`config.mk`:
```
export PLATFORM = sky130hd
export DESIGN_NAME = sram_bank_arbiter
export DESIGN_NICKNAME = d
export VERILOG_FILES = /design/src/rtl/sram_bank_arbiter.sv
export SDC_FILE = /design/constraint.sdc
export NUM_CORES = 1
export LEC_CHECK = 0
export ABC_AREA = 1
export CAP_MARGIN = 20
export CORE_AREA = 2 2 218 220
export DETAILED_ROUTE_END_ITERATION = 10
export DIE_AREA = 0 0 220 222
export PLACE_DENSITY_LB_ADDON = 0.1
export SKIP_LAST_GASP = 1
export SLEW_MARGIN = 20
export SYNTH_ARGS = -nofsm -noshare
export SYNTH_HDL_FRONTEND = slang
export SYNTH_SLANG_ARGS = --single-unit
export TNS_END_PERCENT = 1
```
`constraint.sdc`:
```
create_clock -name clk -period 4.5 [get_ports clk]
set_input_delay 0.675 -clock clk [delete_from_list [all_inputs] [get_ports clk]]
set_output_delay 0.675 -clock clk [all_outputs]
set_load 0.005 [all_outputs]
```
`src/rtl/sram_bank_arbiter.sv`:
```
// Purpose: shares per-bank single-port operand SRAMs between the DFU read wavefront and the LSU.
// Latency: SRAM command registered 1 cycle after request; read data valid 2 cycles after request.
// Backpressure: LSU waits on lsu_gnt; a starved LSU is forced through by stalling the whole DFU wavefront.
module sram_bank_arbiter #(
  parameter int NUM_BANKS    = 4,
  parameter int ADDR_W       = 10,
  parameter int DATA_W       = 32,
  parameter int STARVE_LIMIT = 8
) (
  input  logic                           clk,
  input  logic                           rst,
  input  logic [NUM_BANKS-1:0]           dfu_rd_en,
  input  logic [NUM_BANKS*ADDR_W-1:0]    dfu_rd_addr,
  output logic                           dfu_stall,
  output logic [NUM_BANKS*DATA_W-1:0]    dfu_rdata,
  output logic [NUM_BANKS-1:0]           dfu_rdata_vld,
  input  logic                           lsu_req,
  input  logic                           lsu_we,
  input  logic [$clog2(NUM_BANKS)-1:0]   lsu_bank,
  input  logic [ADDR_W-1:0]              lsu_addr,
  input  logic [DATA_W-1:0]              lsu_wdata,
  output logic                           lsu_gnt,
  output logic [DATA_W-1:0]              lsu_rdata,
  output logic                           lsu_rdata_vld,
  output logic [NUM_BANKS-1:0]           sram_en,
  output logic [NUM_BANKS-1:0]           sram_we,
  output logic [NUM_BANKS*ADDR_W-1:0]    sram_addr,
  output logic [NUM_BANKS*DATA_W-1:0]    sram_wdata,
  input  logic [NUM_BANKS*DATA_W-1:0]    sram_rdata
);

  localparam int BANK_W = $clog2(NUM_BANKS);
  // A limit of 0 still needs a 1-bit counter so the compare below is legal.
  localparam int CNT_W = (STARVE_LIMIT > 0) ? $clog2(STARVE_LIMIT + 1) : 1;
  localparam logic [CNT_W-1:0] CNT_MAX = CNT_W'(STARVE_LIMIT);

  typedef enum logic [1:0] {
    OWN_NONE = 2'd0,
    OWN_DFU  = 2'd1,
    OWN_LSU  = 2'd2
  } owner_e;

  logic                        conflict;
  logic                        force_lsu;
  logic [CNT_W-1:0]            starve_cnt_q;

  logic [NUM_BANKS-1:0]        sram_en_q, sram_en_d;
  logic [NUM_BANKS-1:0]        sram_we_q, sram_we_d;
  logic [NUM_BANKS*ADDR_W-1:0] sram_addr_q, sram_addr_d;
  logic [NUM_BANKS*DATA_W-1:0] sram_wdata_q, sram_wdata_d;
  owner_e                      owner_q [NUM_BANKS];
  owner_e                      owner_d [NUM_BANKS];

  logic [NUM_BANKS-1:0]        dfu_vld_q, dfu_vld_d;
  logic                        lsu_vld_q, lsu_vld_d;
  logic [BANK_W-1:0]           lsu_sel_q, lsu_sel_d;
  logic [NUM_BANKS*DATA_W-1:0] dfu_hold_q;
  logic [DATA_W-1:0]           lsu_hold_q;
  logic [DATA_W-1:0]           lsu_word;

  // The LSU only contends with the DFU lane on its own target bank.
  assign conflict  = lsu_req && dfu_rd_en[lsu_bank];
  assign force_lsu = conflict && (starve_cnt_q == CNT_MAX);
  assign lsu_gnt   = lsu_req && (!conflict || force_lsu);
  // Stalling drops every DFU lane so the skewed wavefront stays aligned.
  assign dfu_stall = force_lsu;

  // Count consecutive LSU losses; any grant restarts the count.
  always_ff @(posedge clk) begin
    if (!rst) begin
      starve_cnt_q <= '0;
    end else if (lsu_gnt) begin
      starve_cnt_q <= '0;
    end else if (lsu_req && (starve_cnt_q != CNT_MAX)) begin
      starve_cnt_q <= starve_cnt_q + 1'b1;
    end
  end

  // Per-bank command select: LSU grant first, else DFU read unless the wavefront is stalled.
  always_comb begin
    sram_en_d    = '0;
    sram_we_d    = '0;
    sram_addr_d  = sram_addr_q;
    sram_wdata_d = sram_wdata_q;
    for (int b = 0; b < NUM_BANKS; b++) begin
      owner_d[b] = OWN_NONE;
      if (lsu_gnt && (lsu_bank == BANK_W'(b))) begin
        sram_en_d[b]                    = 1'b1;
        sram_we_d[b]                    = lsu_we;
        sram_addr_d[b*ADDR_W +: ADDR_W] = lsu_addr;
        sram_wdata_d[b*DATA_W +: DATA_W] = lsu_wdata;
        // Writes return nothing, so they leave no owner behind.
        owner_d[b]                      = lsu_we ? OWN_NONE : OWN_LSU;
      end else if (dfu_rd_en[b] && !dfu_stall) begin
        sram_en_d[b]                    = 1'b1;
        sram_addr_d[b*ADDR_W +: ADDR_W] = dfu_rd_addr[b*ADDR_W +: ADDR_W];
        owner_d[b]                      = OWN_DFU;
      end
    end
  end

  // Register the SRAM command together with the owner of each access.
  always_ff @(posedge clk) begin
    if (!rst) begin
      sram_en_q    <= '0;
      sram_we_q    <= '0;
      sram_addr_q  <= '0;
      sram_wdata_q <= '0;
      for (int b = 0; b < NUM_BANKS; b++) owner_q[b] <= OWN_NONE;
    end else begin
      sram_en_q    <= sram_en_d;
      sram_we_q    <= sram_we_d;
      sram_addr_q  <= sram_addr_d;
      sram_wdata_q <= sram_wdata_d;
      for (int b = 0; b < NUM_BANKS; b++) owner_q[b] <= owner_d[b];
    end
  end

  assign sram_en    = sram_en_q;
  assign sram_we    = sram_we_q;
  assign sram_addr  = sram_addr_q;
  assign sram_wdata = sram_wdata_q;

  // Decode the owner of the access now at the SRAM; at most one bank carries an LSU read.
  always_comb begin
    dfu_vld_d = '0;
    lsu_vld_d = 1'b0;
    lsu_sel_d = lsu_sel_q;
    for (int b = 0; b < NUM_BANKS; b++) begin
      dfu_vld_d[b] = (owner_q[b] == OWN_DFU);
      if (owner_q[b] == OWN_LSU) begin
        lsu_vld_d = 1'b1;
        lsu_sel_d = BANK_W'(b);
      end
    end
  end

  // Response valids are registered; data is steered from the SRAM in the valid cycle and held after.
  always_ff @(posedge clk) begin
    if (!rst) begin
      dfu_vld_q  <= '0;
      lsu_vld_q  <= 1'b0;
      lsu_sel_q  <= '0;
      dfu_hold_q <= '0;
      lsu_hold_q <= '0;
    end else begin
      dfu_vld_q  <= dfu_vld_d;
      lsu_vld_q  <= lsu_vld_d;
      lsu_sel_q  <= lsu_sel_d;
      dfu_hold_q <= dfu_rdata;
      lsu_hold_q <= lsu_rdata;
    end
  end

  // SRAM data arrives in the cycle after the command, so it cannot be flopped before the valid cycle.
  always_comb begin
    lsu_word = '0;
    for (int b = 0; b < NUM_BANKS; b++) begin
      dfu_rdata[b*DATA_W +: DATA_W] = dfu_vld_q[b] ? sram_rdata[b*DATA_W +: DATA_W]
                                                   : dfu_hold_q[b*DATA_W +: DATA_W];
      if (lsu_sel_q == BANK_W'(b)) lsu_word = sram_rdata[b*DATA_W +: DATA_W];
    end
  end

  assign dfu_rdata_vld = dfu_vld_q;
  assign lsu_rdata     = lsu_vld_q ? lsu_word : lsu_hold_q;
  assign lsu_rdata_vld = lsu_vld_q;

endmodule

```
# After elaboration in Yosys (flattened, before gate mapping)
# Memory sizes are Yosys's and may differ from the RTL's.
# Cells that the tools add are included.
[op_classes] muxes=50 n_addsub=1 magnitude_cmp=1 reduce_logical=27 n_bitwise=5 eq_ne=16
[ops] cell="$mux W32" n=9
[ops] cell="$mux W10" n=8
[ops] cell="$mux W2" n=13
[ops] cell="$mux W1" n=19
[ops] cell="$eq A2 B2 Y1 const B" n=8
[ops] cell="$eq A2 B1 Y1 const B" n=6
[ops] cell="$logic_and A1 B1 Y1" n=12
[ops] cell="$reduce_and A2 Y1" n=4
[ops] cell="$reduce_bool A2 Y1" n=4
[ops] cell="$add A4 B1 Y4 const B" n=1
[ops] cell="$eq A4 B4 Y1 const B" n=1
[ops] cell="$logic_not A2 Y1" n=2
[ops] cell="$ne A4 B4 Y1 const B" n=1
[ops] cell="$or A1 B1 Y1" n=4
[ops] cell="$reduce_bool A4 Y1" n=1
[ops] cell="$lt A2 B3 Y1 const B" n=1
[ops] cell="$bmux W1 S2" n=1
[ops] cell="$logic_not A1 Y1" n=2
[ops] cell="$reduce_or A2 Y1" n=1
[ops] cell="$logic_or A1 B1 Y1" n=1
[ops] cell="$not A1 Y1" n=1
[word_totals] ramBits=8 register_bits=347 mem_count=1 wordCells=120
[mem_list] name="owner_q" words=4 width=2 rd=4 rd_clocked_by_memory_dff=0 write_ports=4 line_no="51" source="owner_e owner_q [NUM_BANKS];"

# Longest topological paths before layout
[depth] word_depth=9 mapped_depth=12 mapped_depth_nobuf=11

# Worst setup path before layout
# No wires, ideal clock.
[synth_timing] path_kind="input port to output port" startpoint="in lsu_req" endpoint="out dfu_stall" cell_stages=6 setup_slack_ps=2486 t_required_ps=3825 path_buffers=2 arrival_ps=1339 cell_sequence="buf_4 inv_2 nor2_1 nand2_2 buf_2 inv_1"
[synth_via] elab_chain_len=2
[synth_rtl] item="start, declared" line_no="17" source="input logic lsu_req,"
[synth_rtl] item="$logic_and A1 B1 Y1" line_no="62" source="assign conflict = lsu_req && dfu_rd_en[lsu_bank];"
[synth_rtl] item="$logic_and A1 B1 Y1" line_no="63" source="assign force_lsu = conflict && (starve_cnt_q == CNT_MAX);"
[synth_rtl] item="end, declared" line_no="14" source="output logic dfu_stall,"
# Every way passes these cells.

# Worst setup path in the final report
[layout_timing] startpoint="reg lsu_sel_q[1]" endpoint="out lsu_rdata[2]"
[layout_via] elab_chain_len=6 elab_cells_between_ends=9 classes_between="eq/ne (3); mux (5); reduce/logical (1)"
[layout_rtl] item="start, declared" line_no="56" source="logic [BANK_W-1:0] lsu_sel_q, lsu_sel_d;"
[layout_rtl] item="start signal, assigned" line_no="149" source="lsu_sel_q <= lsu_sel_d;"
[layout_rtl] item="$logic_not A2 Y1" line_no="161" source="if (lsu_sel_q == BANK_W'(b)) lsu_word = sram_rdata[b*DATA_W +: DATA_W];"
[layout_rtl] item="$mux W32 (3 in series)" line_no="161"
[layout_rtl] item="$mux W32 *" line_no="161"
[layout_rtl] item="$mux W32 *" line_no="166" source="assign lsu_rdata = lsu_vld_q ? lsu_word : lsu_hold_q;"
[layout_rtl] item="end, declared" line_no="23" source="output logic [DATA_W-1:0] lsu_rdata,"
# Mark *: on every way between the ends. The rest lies on a longest branch, timed or not.

==> results.sh <==
export IMPL_grt_use_total_pct=24.69
export IMPL_synth_xor_area_share_pct=0.05987
export IMPL_worst_pin_slew_ns=1.082
export IMPL_yosys_cell_types_count=28
export IMPL_grt_pass1_vias=14220
export IMPL_mappedNetlistArea_um2=14630
export IMPL_synth_nets=2159
export IMPL_layout_drive_gt1_share_pct=8.415
export IMPL_hold_class="register to register"
export IMPL_worstPathArrival_ns=3.21
export IMPL_setup_tns_ns=0
export IMPL_cts_buffers=42
export IMPL_p_leak_nw=9.157
export IMPL_yosys_area_share_simple_pct=28.59
export IMPL_drv_cap=0
export IMPL_maxSlewHeadroom_pct=27.90
export IMPL_slowest_stage="inv_1"
export IMPL_cts_sinks=355
export IMPL_die_area_um2=48840
export IMPL_p_per_area_nw_per_um2=354.6
export IMPL_drtPass1Iterations=6
export IMPL_rsz0062_at_grt="false"
export IMPL_cts_tree="built"
export IMPL_status="finished, final reports clean"
export IMPL_synth_seq_cells=355
export IMPL_drv_slew=0
export IMPL_fp_row_count=79
export IMPL_wl_um=62470
export IMPL_critPathMaxStageDelay_ns=0.71
export IMPL_grt_pass1_wl_um=90580
export IMPL_irDropWorstVdd_uv=271.9
export IMPL_synth_compound_area_share_pct=15.63
export IMPL_drc_errors=0
export IMPL_start_kind="register"
export IMPL_max_freq_mhz=257.5
export IMPL_grt_overflow=0
export IMPL_final_nets=2642
export IMPL_wl_per_cell_um=20.39
export IMPL_synth_mux_area_fraction_pct=0
export IMPL_syn_area_per_cell_um2=7.552
export IMPL_gp_congestion=0.9124
export IMPL_h_tree_depth=2
export IMPL_path_cells="inv_1, buf_4, nand2_1, inv_1, nand2_1, nand2_1, a21oi_1, nand3_1, o21ai_0, inv_1, clkdlybuf4s50_1"
export IMPL_avgViaCountPerCell=4.889
export IMPL_postLayoutCoreUtil_pct=47.39
export IMPL_core_area_um2=46260
export IMPL_drt_initial_drc_count=1049
export IMPL_setup_violations=0
export IMPL_crit_buf_inv=5
export IMPL_die_h_um=222
export IMPL_crit_fanout=28
export IMPL_yosys_warnings=0
export IMPL_fillers=4643
export IMPL_cts_setup_buffers=0
export IMPL_clk_latency_ns=0.57
export IMPL_ant_nets=0
export IMPL_port_buffers=562
export IMPL_hold_violations=0
export IMPL_cts_reportedPaths_clkPinSlew_ns=0.06
export IMPL_die_w_um=220
export IMPL_synthAdderAreaFrac_pct=0.1711
export IMPL_grt_max_degree=141
export IMPL_num_io_pins=563
export IMPL_cts_buffer_depth=3
export IMPL_min_period_ns=3.883
export IMPL_end_kind="primary output"
export IMPL_dp_hpwl_um=45880
export IMPL_required_ns=3.83
export IMPL_initial_utilization_pct=31.62
export IMPL_postCtsHoldBufs=0
export IMPL_antenna_found_initial=10
export IMPL_ys_seq_area_share_pct=48.58
export IMPL_min_period_over_period_pct=86.28
export IMPL_vias=14980
export IMPL_clock_skew_ns=0.01315
export IMPL_syn_to_final_growth_pct=49.86
export IMPL_worstSetupPathType="register to primary output"
export IMPL_syn_instance_count=1937
export IMPL_cp_top_family="buffers and inverters"
export IMPL_cts_root_buf="clkbuf_16"
export IMPL_cts_resized=0
export IMPL_synth_top_family_by_area="simple AND/OR/NAND/NOR gates"
-- final timing paths --
check                                     start               end  slack, ns  depth (start not counted)
worst max register to register  starve_cnt_q[0]   sram_wdata[116]       1.86                          9
worst min-delay path              owner_q[2][1]  dfu_rdata_vld[2]       0.42                          1
worst min register to register    owner_q[2][1]  dfu_rdata_vld[2]       0.42                          1
worst max-delay path               lsu_sel_q[1]      lsu_rdata[2]       0.62                         11
-- synth_stat cells --
master,number,area share [%]
nand2_1,644,17
dfxtp_1,355,49
nand3_1,234,8.0
a21oi_1,199,6.8
o21ai_2,104,6.2
clkbuf_1,86,2.2
inv_1,86,2.2
nand4_1,41,1.8
nor2_1,40,1.0
o21ai_0,37,1.3
buf_2,34,1.2
buf_6,12,0.92
o211ai_1,10,0.51
o21ai_1,10,0.34
o22ai_1,9,0.38
buf_1,8,0.21
nand3_4,7,0.84
nor3_1,4,0.14
inv_2,3,0.077
a31oi_1,2,0.086
buf_4,2,0.10
ha_1,2,0.17
nand2_2,2,0.086
nand2_4,2,0.15
clkinv_1,1,0.026
clkinv_4,1,0.060
nand3_2,1,0.068
xor2_1,1,0.060
-- registers in the layout (all words and copies together) (netlist names), 8 cells and up --
| name | count |
|---|---|
| dfu_hold_q | 128 |
| lsu_hold_q | 32 |
| owner_q | 8 |
| sram_addr | 40 |
| sram_wdata | 128 |
-- worst register-to-register path: cells and delay by family, from the launching register on --
kind	cells	cell delay [ns]
AO/OA/AOI/OAI	1	0.06
adder cells (fa/ha/maj)	1	0.14
buffers and inverters	2	0.37
flip-flops	1	0.34
AND/OR/NAND/NOR	5	1.59
-- cells in the final DEF (no fill, tap or decap), types with 3 or more instances in the layout --
cell type        instances
o21ai_0                 37
clkinv_1                 3
clkbuf_16               42
nand2_1                644
clkbuf_1                10
inv_1                   83
diode_2                  9
nor3_1                   4
dfxtp_1                354
nand3_1                234
buf_16                   3
o211ai_1                10
clkinv_2                 6
nand3_4                  7
clkbuf_8                 6
buf_4                   16
bufinv_16                3
a21oi_1                199
nand4_1                 41
o21ai_2                104
o21ai_1                 10
inv_2                    3
nor2_1                  39
clkdlybuf4s50_1        560
o22ai_1                  9
-- per-layer routing --
layer / track usage [%] / routed length [µm] / up-vias
met4: 9.721 / 2199 / 4
met1: 28.85 / 24470 / 6945
met5: 0 / 22 / -
met3: 7.695 / 5659 / 102
met2: 41.80 / 30120 / 539
li1: - / - / 7389
-- per-stage QoR --
stage	setup slack, ns	area (µm²)	power [W]	hold slack [ns]	std cells
finish	0.6173	21920	0.007774	0.4162	3064
global route	0.3412	21920	0.008076	0.4441	3061
CTS	0.5487	21820	0.007861	0.4175	3052
detailed placement	0.9657	20470	0.004464	0.4093	2980
global placement	0.9344	20470	0.004457	0.4072	2980
floorplan	2.486	14630	0.003784	0.3985	1937
-- power breakdown --
group	internal, W	leakage, nW	switching (W)
clock	0.00199	0.659	0.00139
combinational	0.000530	5.61	0.000560
sequential	0.00326	2.89	0.0000497
-- kinds of logic after synthesis --
family / after synthesis
AND/OR/NAND/NOR: 975
adder cells (fa/ha/maj): 2
flip-flops: 355
buffers and inverters: 233
XOR/XNOR: 1
AO/OA/AOI/OAI: 371
-- final cells by class --
cell class	instances	area, µm²	area share, %
sequential	355	7108	32.42
multi-input combinational	1349	6505	29.67
timing repair buffer	581	5833	26.61
clock buffer	58	1171	5.342
tap	607	759.5	3.464
inverter	91	354.1	1.615
clock inverter	14	170.2	0.7762
antenna	9	22.52	0.1027
(Power assumes the default switching activity.)
==> patch 1: new RTL, config.mk and constraints unchanged <==
The parameter `ADDR_W` goes from 10 to 8.
--- a/src/rtl/sram_bank_arbiter.sv
+++ b/src/rtl/sram_bank_arbiter.sv
@@ -3,7 +3,7 @@
 // Backpressure: LSU waits on lsu_gnt; a starved LSU is forced through by stalling the whole DFU wavefront.
 module sram_bank_arbiter #(
   parameter int NUM_BANKS    = 4,
-  parameter int ADDR_W       = 10,
+  parameter int ADDR_W       = 8,
   parameter int DATA_W       = 32,
   parameter int STARVE_LIMIT = 8
 ) (
Ports: changed (resized dfu_rd_addr, lsu_addr and sram_addr); port bits go from 563 to 545. The function was not compared with the original's and may differ.
==> patch 1 against the original RTL <==
- non-clock buffer count shrank 19
- clock skew rose by 0.0038 ns
- routed wire length increased by 0.90%
- highest routed layer unchanged
- power down 4.1%
- cell area decreased by 3.2%
- maximum frequency decreased by 4.3%
- synthesized area fell by 2.8%
- setup slack got worse by 0.17 ns
- critical path type unchanged
- sequential power decreased by 3%
- via count is 2.9% lower
- die area unchanged
- sequential cell count decreased by 8
- utilization shrank 1.5 points
- global-route usage rose by 0.33 points
==> patch 1: results (changes against the original RTL) <==
Crit path capture - lsu_rdata[1] (was lsu_rdata[2])
Non-clk buf share - 26.4% (was 26.6%)
Synth unique cells - 31 (was 28)
Status - finished clean (unchanged)
Routability cong. - 0.882 (was 0.912)
Place WS - 0.961 ns (was 0.966 ns)
Adder-cell share of the synthesized area - 0.176% (was 0.171%)
Initial DRC Count - 768 (was 1,049)
R2R Setup Slk - 1.98 ns (was 1.86 ns)
Multi-input gates - 1,300 (was 1,349)
Detailed Route WL - 63.0 mm (was 62.5 mm)
Nets - 2,549 (was 2,642)
Multi-input logic area - 0.00632 mm^2 (was 0.00650 mm^2)
I/O Buffers - 544 (was 562)
Yosys top cell area share - 48.9% (was 48.6%)
DRT met1 WL - 24.3 mm (was 24.5 mm)
Leak - 8.84 nW (was 9.16 nW)
WL met3 - 5.39 mm (was 5.66 mm)
Met3 Use GR - 8.22% (was 7.70%)
Met2 usage - 43.9% (was 41.8%)
Met2 WL post-DR - 31.5 mm (was 30.1 mm)
Cell Int Power - 5.55 mW (was 5.78 mW)
ClkCell Share - 5.88% (was 6.12%)
DPL Wire Length - 46.2 mm (was 45.9 mm)
Syn Nets - 2,074 (was 2,159)
GRT Util Overall - 25.0% (was 24.7%)
Share of cells above drive strength 1 - 8.93% (was 8.42%)
Drt first pass iters - 5 (was 6)
Clock network power - 3.18 mW (was 3.38 mW)
Antenna cells - 4 (was 9)
First-pass GRT wire length - 91.1 mm (was 90.6 mm)
Met1 usage - 28.4% (was 28.8%)
-- patch 1: cell types whose count changed in the layout (fill, tap and decap cells not counted), moves of 8 or more --
| cell | change |
|---|---|
| nand4_1 | -8 |
| dfxtp_1 | -9 |
| nand3_1 | -22 |
| o21ai_1 | -8 |
| o22ai_1 | -8 |
| inv_1 | -9 |
| clkdlybuf4s50_1 | -17 |
| o21ai_0 | +8 |
| nand2_1 | -23 |
| o21ai_2 | +8 |
-- patch 1: metrics by stage --
stage	std cells	instance area (um^2)	utilization [%]	power, mW	hold slack (ns)
floorplan	1862	14200	-	3.69	0.398
global placement	2899	19900	43.1	4.35	0.404
detailed placement	2899	19900	43.1	4.35	0.403
CTS	2967	21200	45.8	7.56	0.414
global route	2971	21200	45.9	7.75	0.428
finish	2973	21200	45.9	7.46	0.413
==> patch 2: new RTL, config.mk and constraints unchanged <==
Made on the original files. Make the reset (`rst`) asynchronous in 3 clocked blocks.
--- a/src/rtl/sram_bank_arbiter.sv
+++ b/src/rtl/sram_bank_arbiter.sv
@@ -66,7 +66,7 @@
   assign dfu_stall = force_lsu;
 
   // Count consecutive LSU losses; any grant restarts the count.
-  always_ff @(posedge clk) begin
+  always_ff @(posedge clk or negedge rst) begin
     if (!rst) begin
       starve_cnt_q <= '0;
     end else if (lsu_gnt) begin
@@ -100,7 +100,7 @@
   end
 
   // Register the SRAM command together with the owner of each access.
-  always_ff @(posedge clk) begin
+  always_ff @(posedge clk or negedge rst) begin
     if (!rst) begin
       sram_en_q    <= '0;
       sram_we_q    <= '0;
@@ -136,7 +136,7 @@
   end
 
   // Response valids are registered; data is steered from the SRAM in the valid cycle and held after.
-  always_ff @(posedge clk) begin
+  always_ff @(posedge clk or negedge rst) begin
     if (!rst) begin
       dfu_vld_q  <= '0;
       lsu_vld_q  <= 1'b0;
Behaviour: differs if rst is asserted again (counterexample within 4 cycles, from zero or initial values and one cycle with rst low); with rst held inactive, the same outputs for 4 cycles.
==> patch 2 against the original RTL <==
- critical path depth down 5
- global-route usage down 3.3 points
- setup slack worse by 0.068 ns
- routed wire length down 15%
- die area unchanged
- sequential cell count unchanged
- cell area up 0.96%
- clock skew up 0.0074 ns
- synthesized area down 0.15%
- critical path type unchanged
- largest cell class unchanged
- highest routed layer unchanged
Power is not compared: it rests on default switching activity, and its combinational part moved more than twofold at a synthesized area within 25%.
==> patch 2: results (changes against the original RTL) <==
Crit path capture - lsu_rdata[3] (was lsu_rdata[2])
R2R depth - 8 (was 9)
First-pass GRT wire length - 78.8 mm (was 90.6 mm)
Clock skew - 0.0205 ns (was 0.0132 ns)
Drt first pass iters - 4 (was 6)
Register area share after synthesis - 60.8% (was 48.6%)
Synth top area cells - dfrtp_1, mux2_2, nand2_1, nand3_1, o21ai_0 (was dfxtp_1, nand2_1, nand3_1, a21oi_1, o21ai_2)
Syn Nets - 1,541 (was 2,159)
Detailed Route WL - 53.3 mm (was 62.5 mm)
Largest net degree at the start of global routing - 121 (was 141)
Arrival time worst endpoint - 3.28 ns (was 3.21 ns)
CTS root buffer - clkbuf_16 (unchanged)
Met1 usage - 27.3% (was 28.8%)
Antenna violations before repair - 3 (was 10)
Met2 usage - 33.5% (was 41.8%)
R2R Path End - sram_addr[38] (was sram_wdata[116])
CP Launch Point - lsu_sel_q[0] (was lsu_sel_q[1])
Status - finished clean (unchanged)
Hold path start - owner_q[3] (was owner_q[2][1])
R2R Setup Slk - 2.18 ns (was 1.86 ns)
TritonCTS buffer count - 42 (unchanged)
RR Startpoint - starve_cnt_q[0] (unchanged)
Maximum operating frequency - 0.253 GHz (was 0.258 GHz)
Met3 Use GR - 8.29% (was 7.70%)
Routability cong. - 0.840 (was 0.912)
Initial DRC Count - 689 (was 1,049)
GRT Util Overall - 21.4% (was 24.7%)
Critical path fanouts, max - 22 (was 28)
Worst Tran Pin Value - 1.07 ns (was 1.08 ns)
Place WS - 1.01 ns (was 0.966 ns)
[patch 2: cell count changes in the layout (fill, tap and decap cells not counted), sizes merged, moves of 34 or more]
cell   delta
nand2   -358
dfxtp   -355
inv      -34
nand4    -41
nand3    -79
dfrtp   +355
mux2    +128
a21oi   -179
[patch 2: metrics by stage]
stage / hold slack, ns / instances / total power, mW / area [um^2] / utilization, %
floorplan: 0.379 / 1319 / 4.97 / 14600 / -
global placement: 0.407 / 2424 / 6.73 / 20700 / 44.7
detailed placement: 0.407 / 2424 / 6.77 / 20700 / 44.7
CTS: 0.252 / 2502 / 10.2 / 22100 / 47.7
global route: 0.420 / 2507 / 10.6 / 22100 / 47.8
finish: 0.406 / 2507 / 10.1 / 22100 / 47.8
[patch 2: worst max-delay path: stages, from the launching register on]
cell	delay, ns
dfrtp_1	0.55
buf_4	0.31
nor2_2	0.64
buf_4	0.30
a221oi_1	0.09
o21ai_0	0.25
clkdlybuf4s50_1	0.57
[patch 2: worst min path at each step]
| stage | depth (start not counted) | end |
|---|---|---|
| CTS | 1 | lsu_hold_q[22] |
| global route | 1 | dfu_rdata_vld[2] |
| detailed placement | 1 | dfu_rdata_vld[0] |
| global placement | 1 | dfu_rdata_vld[0] |
| finish | 1 | dfu_rdata_vld[2] |
| floorplan | 0 | dfu_hold_q[0] |
[patch 2: layout make-up]
cell class | instances | area [um^2]
Antenna cell | 2 | 5.00
Fill cell | 4375 | 24100
Multi-Input combinational cell | 822 | 4980
Sequential cell | 355 | 8890
Inverter | 54 | 203
Tap cell | 607 | 759
Clock inverter | 14 | 144
Timing Repair Buffer | 589 | 5930
Clock buffer | 64 | 1230
[patch 2: kinds of logic after synthesis]
kind of cell | share of synthesized area [%]
AND/OR/NAND/NOR | 16.0
flip-flops | 60.8
AO/OA/AOI/OAI | 7.86
buffers and inverters | 5.13
multiplexers | 9.87
XOR/XNOR | 0.120
adder cells (fa/ha/maj) | 0.171
[patch 2: routing by layer]
| layer | vias to the layer above | wire length, um |
|---|---|---|
| met5 | - | 13 |
| met4 | 2 | 1230 |
| met3 | 73 | 5230 |
| met2 | 406 | 24700 |
| met1 | 5681 | 22200 |
| li1 | 5534 | - |
[patch 2: timing repair]
item | in CTS | in global routing
buffers inserted | 0 | 0
hold buffers | 0 | 1
endpoints found under the hold margin | 0 | 32
[patch 2: report_power, final]
part	internal [mW]	switching (mW)	total, mW
Sequential	3.73	0.265	4.00
Combinational	1.50	1.19	2.69
Clock	2.01	1.39	3.40
